## src/rtl/vidac_scan.sv

```systemverilog
// Raster scan-out: 640x400@70Hz VGA timing, 2x2 pixel doubling of a 320x200x8bpp framebuffer,
// byte fetch from shared video RAM and 256x12 palette lookup to 4:4:4 RGB plus syncs.
module vidac_scan #(
    parameter int          H_VIS  = 640,
    parameter int          H_FP   = 16,
    parameter int          H_SYNC = 96,
    parameter int          H_BP   = 48,
    parameter int          V_VIS  = 400,
    parameter int          V_FP   = 12,
    parameter int          V_SYNC = 2,
    parameter int          V_BP   = 35,
    parameter bit          HS_POL = 1'b0,
    parameter bit          VS_POL = 1'b1,
    parameter logic [16:0] BASE   = 17'h00000
) (
    input  logic        clock,
    input  logic        reset_n,
    output logic [16:0] a,
    input  logic [7:0]  i,
    output logic        fetch,
    input  logic        pal_we,
    input  logic [7:0]  pal_idx,
    input  logic [11:0] pal_data,
    output logic [3:0]  r,
    output logic [3:0]  g,
    output logic [3:0]  b,
    output logic        hs,
    output logic        vs,
    output logic        vbl
);

    localparam logic [9:0] H_VIS_L  = 10'(H_VIS);
    localparam logic [9:0] H_SS     = 10'(H_VIS + H_FP);
    localparam logic [9:0] H_SE     = 10'(H_VIS + H_FP + H_SYNC);
    localparam logic [9:0] H_LAST   = 10'(H_VIS + H_FP + H_SYNC + H_BP - 1);
    localparam logic [9:0] V_VIS_L  = 10'(V_VIS);
    localparam logic [9:0] V_SS     = 10'(V_VIS + V_FP);
    localparam logic [9:0] V_SE     = 10'(V_VIS + V_FP + V_SYNC);
    localparam logic [9:0] V_LAST   = 10'(V_VIS + V_FP + V_SYNC + V_BP - 1);

    logic [9:0]  x, y;
    logic [8:0]  xx, yy;
    logic        vis, hs_raw, vs_raw, vbl_raw;
    logic [16:0] addr_next;

    logic        vis_d2;
    logic [7:0]  idx_d2;
    logic        hs_d1, hs_d2, vs_d1, vs_d2, vbl_d1, vbl_d2;

    logic [11:0] pal [256];

    // NOTE: sequential state uses non-blocking assignments so every register samples pre-edge values.
    always_ff @(posedge clock or negedge reset_n) begin
        if (!reset_n) begin
            x <= '0;
            y <= '0;
        end else if (x == H_LAST) begin
            x <= '0;
            y <= (y == V_LAST) ? 10'd0 : y + 10'd1;
        end else begin
            x <= x + 10'd1;
        end
    end

    assign xx = x[9:1];
    assign yy = y[9:1];

    // Address is yy*320 + xx built from two shifts.
    // NOTE: every signal driven here gets a value on every path, so no latch is inferred.
    always_comb begin
        vis       = (x < H_VIS_L) && (y < V_VIS_L);
        hs_raw    = ((x >= H_SS) && (x < H_SE)) ? HS_POL : ~HS_POL;
        vs_raw    = ((y >= V_SS) && (y < V_SE)) ? VS_POL : ~VS_POL;
        vbl_raw   = (x == 10'd0) && (y == V_VIS_L);
        addr_next = BASE + {yy, 8'h00} + {2'b00, yy, 6'h00} + {8'h00, xx};
    end

    // NOTE: the palette RAM has no reset; contents are undefined until software writes them.
    always_ff @(posedge clock) begin
        if (pal_we) pal[pal_idx] <= pal_data;
    end

    // Three-stage pipe: address, RAM data -> palette index, palette -> pins; syncs ride alongside.
    always_ff @(posedge clock or negedge reset_n) begin
        if (!reset_n) begin
            a      <= BASE;
            fetch  <= 1'b0;
            vis_d2 <= 1'b0;
            idx_d2 <= '0;
            hs_d1  <= ~HS_POL;
            hs_d2  <= ~HS_POL;
            hs     <= ~HS_POL;
            vs_d1  <= ~VS_POL;
            vs_d2  <= ~VS_POL;
            vs     <= ~VS_POL;
            vbl_d1 <= 1'b0;
            vbl_d2 <= 1'b0;
            vbl    <= 1'b0;
            r      <= '0;
            g      <= '0;
            b      <= '0;
        end else begin
            a      <= addr_next;
            fetch  <= vis;
            hs_d1  <= hs_raw;
            vs_d1  <= vs_raw;
            vbl_d1 <= vbl_raw;

            vis_d2 <= fetch;
            idx_d2 <= i;
            hs_d2  <= hs_d1;
            vs_d2  <= vs_d1;
            vbl_d2 <= vbl_d1;

            hs     <= hs_d2;
            vs     <= vs_d2;
            vbl    <= vbl_d2;
            // A palette write on this same edge is not seen until the next read.
            if (vis_d2) {r, g, b} <= pal[idx_d2];
            else        {r, g, b} <= 12'h000;
        end
    end

endmodule

```

## config.mk

```make
export PLATFORM = sky130hd
export DESIGN_NAME = vidac_scan
export DESIGN_NICKNAME = d
export VERILOG_FILES = /design/src/rtl/vidac_scan.sv
export SDC_FILE = /design/constraint.sdc
export NUM_CORES = 2
export LEC_CHECK = 0
export ABC_CLOCK_PERIOD_IN_PS = 4200
export CORE_ASPECT_RATIO = 0.8
export CORE_MARGIN = 4
export CORE_UTILIZATION = 45
export DETAILED_ROUTE_END_ITERATION = 8
export GPL_ROUTABILITY_DRIVEN = 0
export GPL_TIMING_DRIVEN = 0
export RECOVER_POWER = 50
export SLEW_MARGIN = 5
export SYNTH_ARGS = -nofsm -noshare
export SYNTH_HDL_FRONTEND = slang
export SYNTH_SLANG_ARGS = --single-unit
export TNS_END_PERCENT = 1
```

## constraint.sdc

```tcl
create_clock -name clock -period 4.2 [get_ports clock]
set_input_delay 1.26 -clock clock [delete_from_list [all_inputs] [get_ports clock]]
set_output_delay 1.26 -clock clock [all_outputs]
set_load 0.1 [all_outputs]
```

==> impl_metrics.csv <==
group,metric,value,unit
outcome,status,"complete, but fails checks",
outcome,violations,"capacitance limit, slew limit, setup timing",
drt,drt_iter0_markers,10100,
synthesis,synth_top_family_by_area,"multiplexers",
clock_tree,postCtsHoldBufs,0,
synthesis,synth_fp_nets,5455,
clock_tree,cts_made_buffers,306,
clock_tree,path_clk_slew,0.06,ns
synthesis,synthMuxAreaShare,0.153,
clock_tree,clock_latency,0.88,ns
sta,setup_violations,576,
synthesis,syn-cell-area,120000,um2
sta,hold_viol,0,
drt,drc,0,
die,ioPinCount,64,
synthesis,yosysMostFrequentCell,"edfxtp_1",
die,rows,169,
sta,hold_slack,0.347,ns
sta,final.period_utilization,1.07,
critical_path,cp-end-kind,"flop",
job,maxCapViolCount,16,
sta,timing.fmax,222,MHz
finish,drive_gt1_frac,0.286,
pwr,peakVddDrop,356,uV
clock_tree,cts_setup_buffers,0,
synthesis,synthXorXnorAreaFrac,0.00146,
clock_tree,cts_root_buf,"clkbuf_16",
die,die_h,470,um
sta,skew,0.0449,ns
grt,antenna_found_initial,27,
critical_path,start_kind,"input port",
critical_path,path_cells,"clkbuf_1 -> nor2_1 -> nand4_1 -> clkbuf_2 -> nor2_1",
critical_path,crit_top_cell,"nor2_1",
synthesis,synthCells,5401,
grt,grt_pass1_wl,505000,um
place,io_buffers,58,
drt,drt_first_pass_iters,7,
pwr,powerDensity,476,nW/um2
die,core_area,265000,um2
sta,final_max_slew_viol_count,1440,
synthesis,yosysSeqAreaShare,0.784,
clock_tree,cts_tree,"done",
clock_tree,cts_buffer_depth,4,
min_path,holdCritPathClass,"reg -> reg",
finish,nNetsFinal,5912,
sta,rsz0062_at_grt,"yes",
synthesis,synth.yosys.warnings,0,
pwr,power,65.1,mW
synthesis,synth_edf_count,3072,
critical_path,path_buf_inv,2,
synthesis,avgSynthCellArea,22.2,um2
critical_path,worst_path_max_delay_cell,"nor2_1",
finish,fin_cells,9602,
synthesis,synth_compound_area_frac,0.0197,
finish,seqCellArea,94000,um2
grt,grtUsageTotal,0.271,
place,dp_hpwl,256000,um
die,dieArea,275000,um2
critical_path,slowest_delay,1.15,ns
grt,grt_pass1_vias,58700,
place,placed_area,127000,um2
place,placed_cells_incl_taps,9054,
synthesis,synthAdderAreaFrac,0.00253,
critical_path,arrival,4.99,ns
die,initial_core_util,0.452,
finish,nFillCells,20500,
synthesis,synthArstFlopShare,0.0217,
synthesis,synth_area_leader_cell,"edfxtp_1",
synthesis,yosys.area_share.simple,0.0237,
drt,vias,62000,
grt,grt_max_degree,133,
finish,final_area,137000,um2
grt,grt_overflow,0,
finish,final_util,0.515,
synthesis,yosys.cell_types.count,54,
sta,slew-limit-headroom,-1.55,
sta,worst_slack,-0.296,ns
clock_tree,cts.sinks,3140,
synthesis,netlist_top_cells_count,"3,072 x edfxtp_1, 744 x mux4_2, 352 x nor2_1",
critical_path,crit_type,"in -> reg",
finish,multi_input_area,24700,um2
critical_path,cp_top_family,"simple AND/OR/NAND/NOR gates",
drt,wl,377000,um
finish,syn_to_final_growth,14.0,%
synthesis,synth_ff_type,"edfxtp_1",
drt,viasPerCell,6.46,
synthesis,ys_seq_elements,3140,
critical_path,critical_path_required,4.69,ns
sta,post-route-min-period,4.50,ns
critical_path,cp_max_fo,12,
synthesis,synth_area_leaders,"edfxtp_1 77%, mux4_2 14%, dfrtp_1 1.4%",
sta,tightest_slew,3.83,ns
drt,postRouteAntennaNets,0,
drt,wire_per_inst,39.2,um
clock_tree,htree_levels,5,
die,fp.dieW,585,um
synthesis,yosys.area.top_type_share,0.770,
pwr,cellLeakagePower,42.3,nW
## stage by stage
stage               setup TNS [ns]  worst slack (ns)
CTS                         -24.40            -0.256
global placement                 -             -7.00
floorplan                        0             0.949
global route                -59.53            -0.208
detailed placement        -1514.27             -1.22
finish                      -53.88            -0.296
## layer usage
layer | up-vias | part of all wire | GRT usage
met1 | 33400 | 0.39 | 0.395
met2 | 4262 | 0.42 | 0.372
met3 | 626 | 0.15 | 0.112
li1 | 23700 | - | -
met5 | - | 0.00088 | 0.00541
met4 | 4 | 0.035 | 0.0811
## layout make-up
class,count,share of cell area
Tap cell,3505,0.0321
Clock buffer,388,0.0598
Antenna cell,15,0.000275
Timing Repair Buffer,150,0.0147
Multi-Input combinational cell,1935,0.181
Inverter,18,0.000495
Buffer,307,0.0132
Clock inverter,144,0.0101
Sequential cell,3140,0.688
## sequential cells by signal (all words and copies together) (netlist names)
| name | cells |
|---|---|
| x | 10 |
| vbl_d2 | 1 |
| vis_d2 | 1 |
| pal | 3072 |
| vs_d2 | 1 |
| r | 4 |
| y | 10 |
| vbl_d1 | 1 |
| vbl | 1 |
| g | 4 |
| hs_d2 | 1 |
| idx_d2 | 8 |
| hs | 1 |
| vs | 1 |
| vs_d1 | 1 |
| b | 4 |
| hs_d1 | 1 |
| fetch | 1 |
| a | 17 |
## where the power goes
| part | internal (mW) | switching (mW) | leakage [nW] |
|---|---|---|---|
| Clock | 15.3 | 11.7 | 4.65 |
| Combinational | 1.01 | 2.52 | 9.21 |
| Sequential | 34.5 | 0.0301 | 28.5 |
| Total | 50.8 | 14.3 | 42.3 |
## cell usage in the layout (no fill, tap or decap), drive strengths merged, types with 15 or more instances in the layout
| cell | n |
|---|---|
| diode | 15 |
| clkbuf | 506 |
| mux4 | 744 |
| edfxtp | 3072 |
| clkdlybuf4s50 | 37 |
| mux2 | 25 |
| nand2 | 61 |
| a211oi | 24 |
| buf | 293 |
| clkinv | 105 |
| o21ai | 32 |
| dfrtp | 65 |
| o22ai | 216 |
| nor3 | 18 |
| nor2 | 352 |
| ha | 21 |
| nor4 | 61 |
| inv | 26 |
| nand3 | 65 |
| mux2i | 132 |
| nand4 | 36 |
| a22oi | 24 |
| bufinv | 25 |
## final timing paths
kind,slack [ns],end,startpoint,cells after the start
min in group asynchronous,0.84,vs_d1$_DFF_PN0_,reset_n,1
max in group asynchronous,2.34,r[0]$_DFF_PN0_,reset_n,1
hold reg to reg,0.35,vbl_d2$_DFF_PN0_,vbl_d1$_DFF_PN0_,0
hold / removal,0.35,vbl_d2$_DFF_PN0_,vbl_d1$_DFF_PN0_,0
setup / recovery,-0.30,pal[83][5]$_DFFE_PP_,pal_idx[2],5
setup reg to reg,-0.29,g[0]$_DFF_PN0_,idx_d2[1]$_DFF_PN0_,8
## cell families (layout without fill, tap and decap cells)
logic type,Yosys count,after routing
flops,3140,3140
mux,901,901
simple gates,631,631
compound gates,360,360
buf+inv,326,1007
fa+ha+maj,23,23
xor+xnor,20,20
other cells,0,15
## repair_timing
| item | 4_1_cts | 5_1_grt |
|---|---|---|
| pin swaps | 1 | 0 |
| endpoints found under the setup margin | 340 | 508 |
| gates resized for setup | 65 | 49 |
Note: power is estimated with default switching activity, not from simulation.
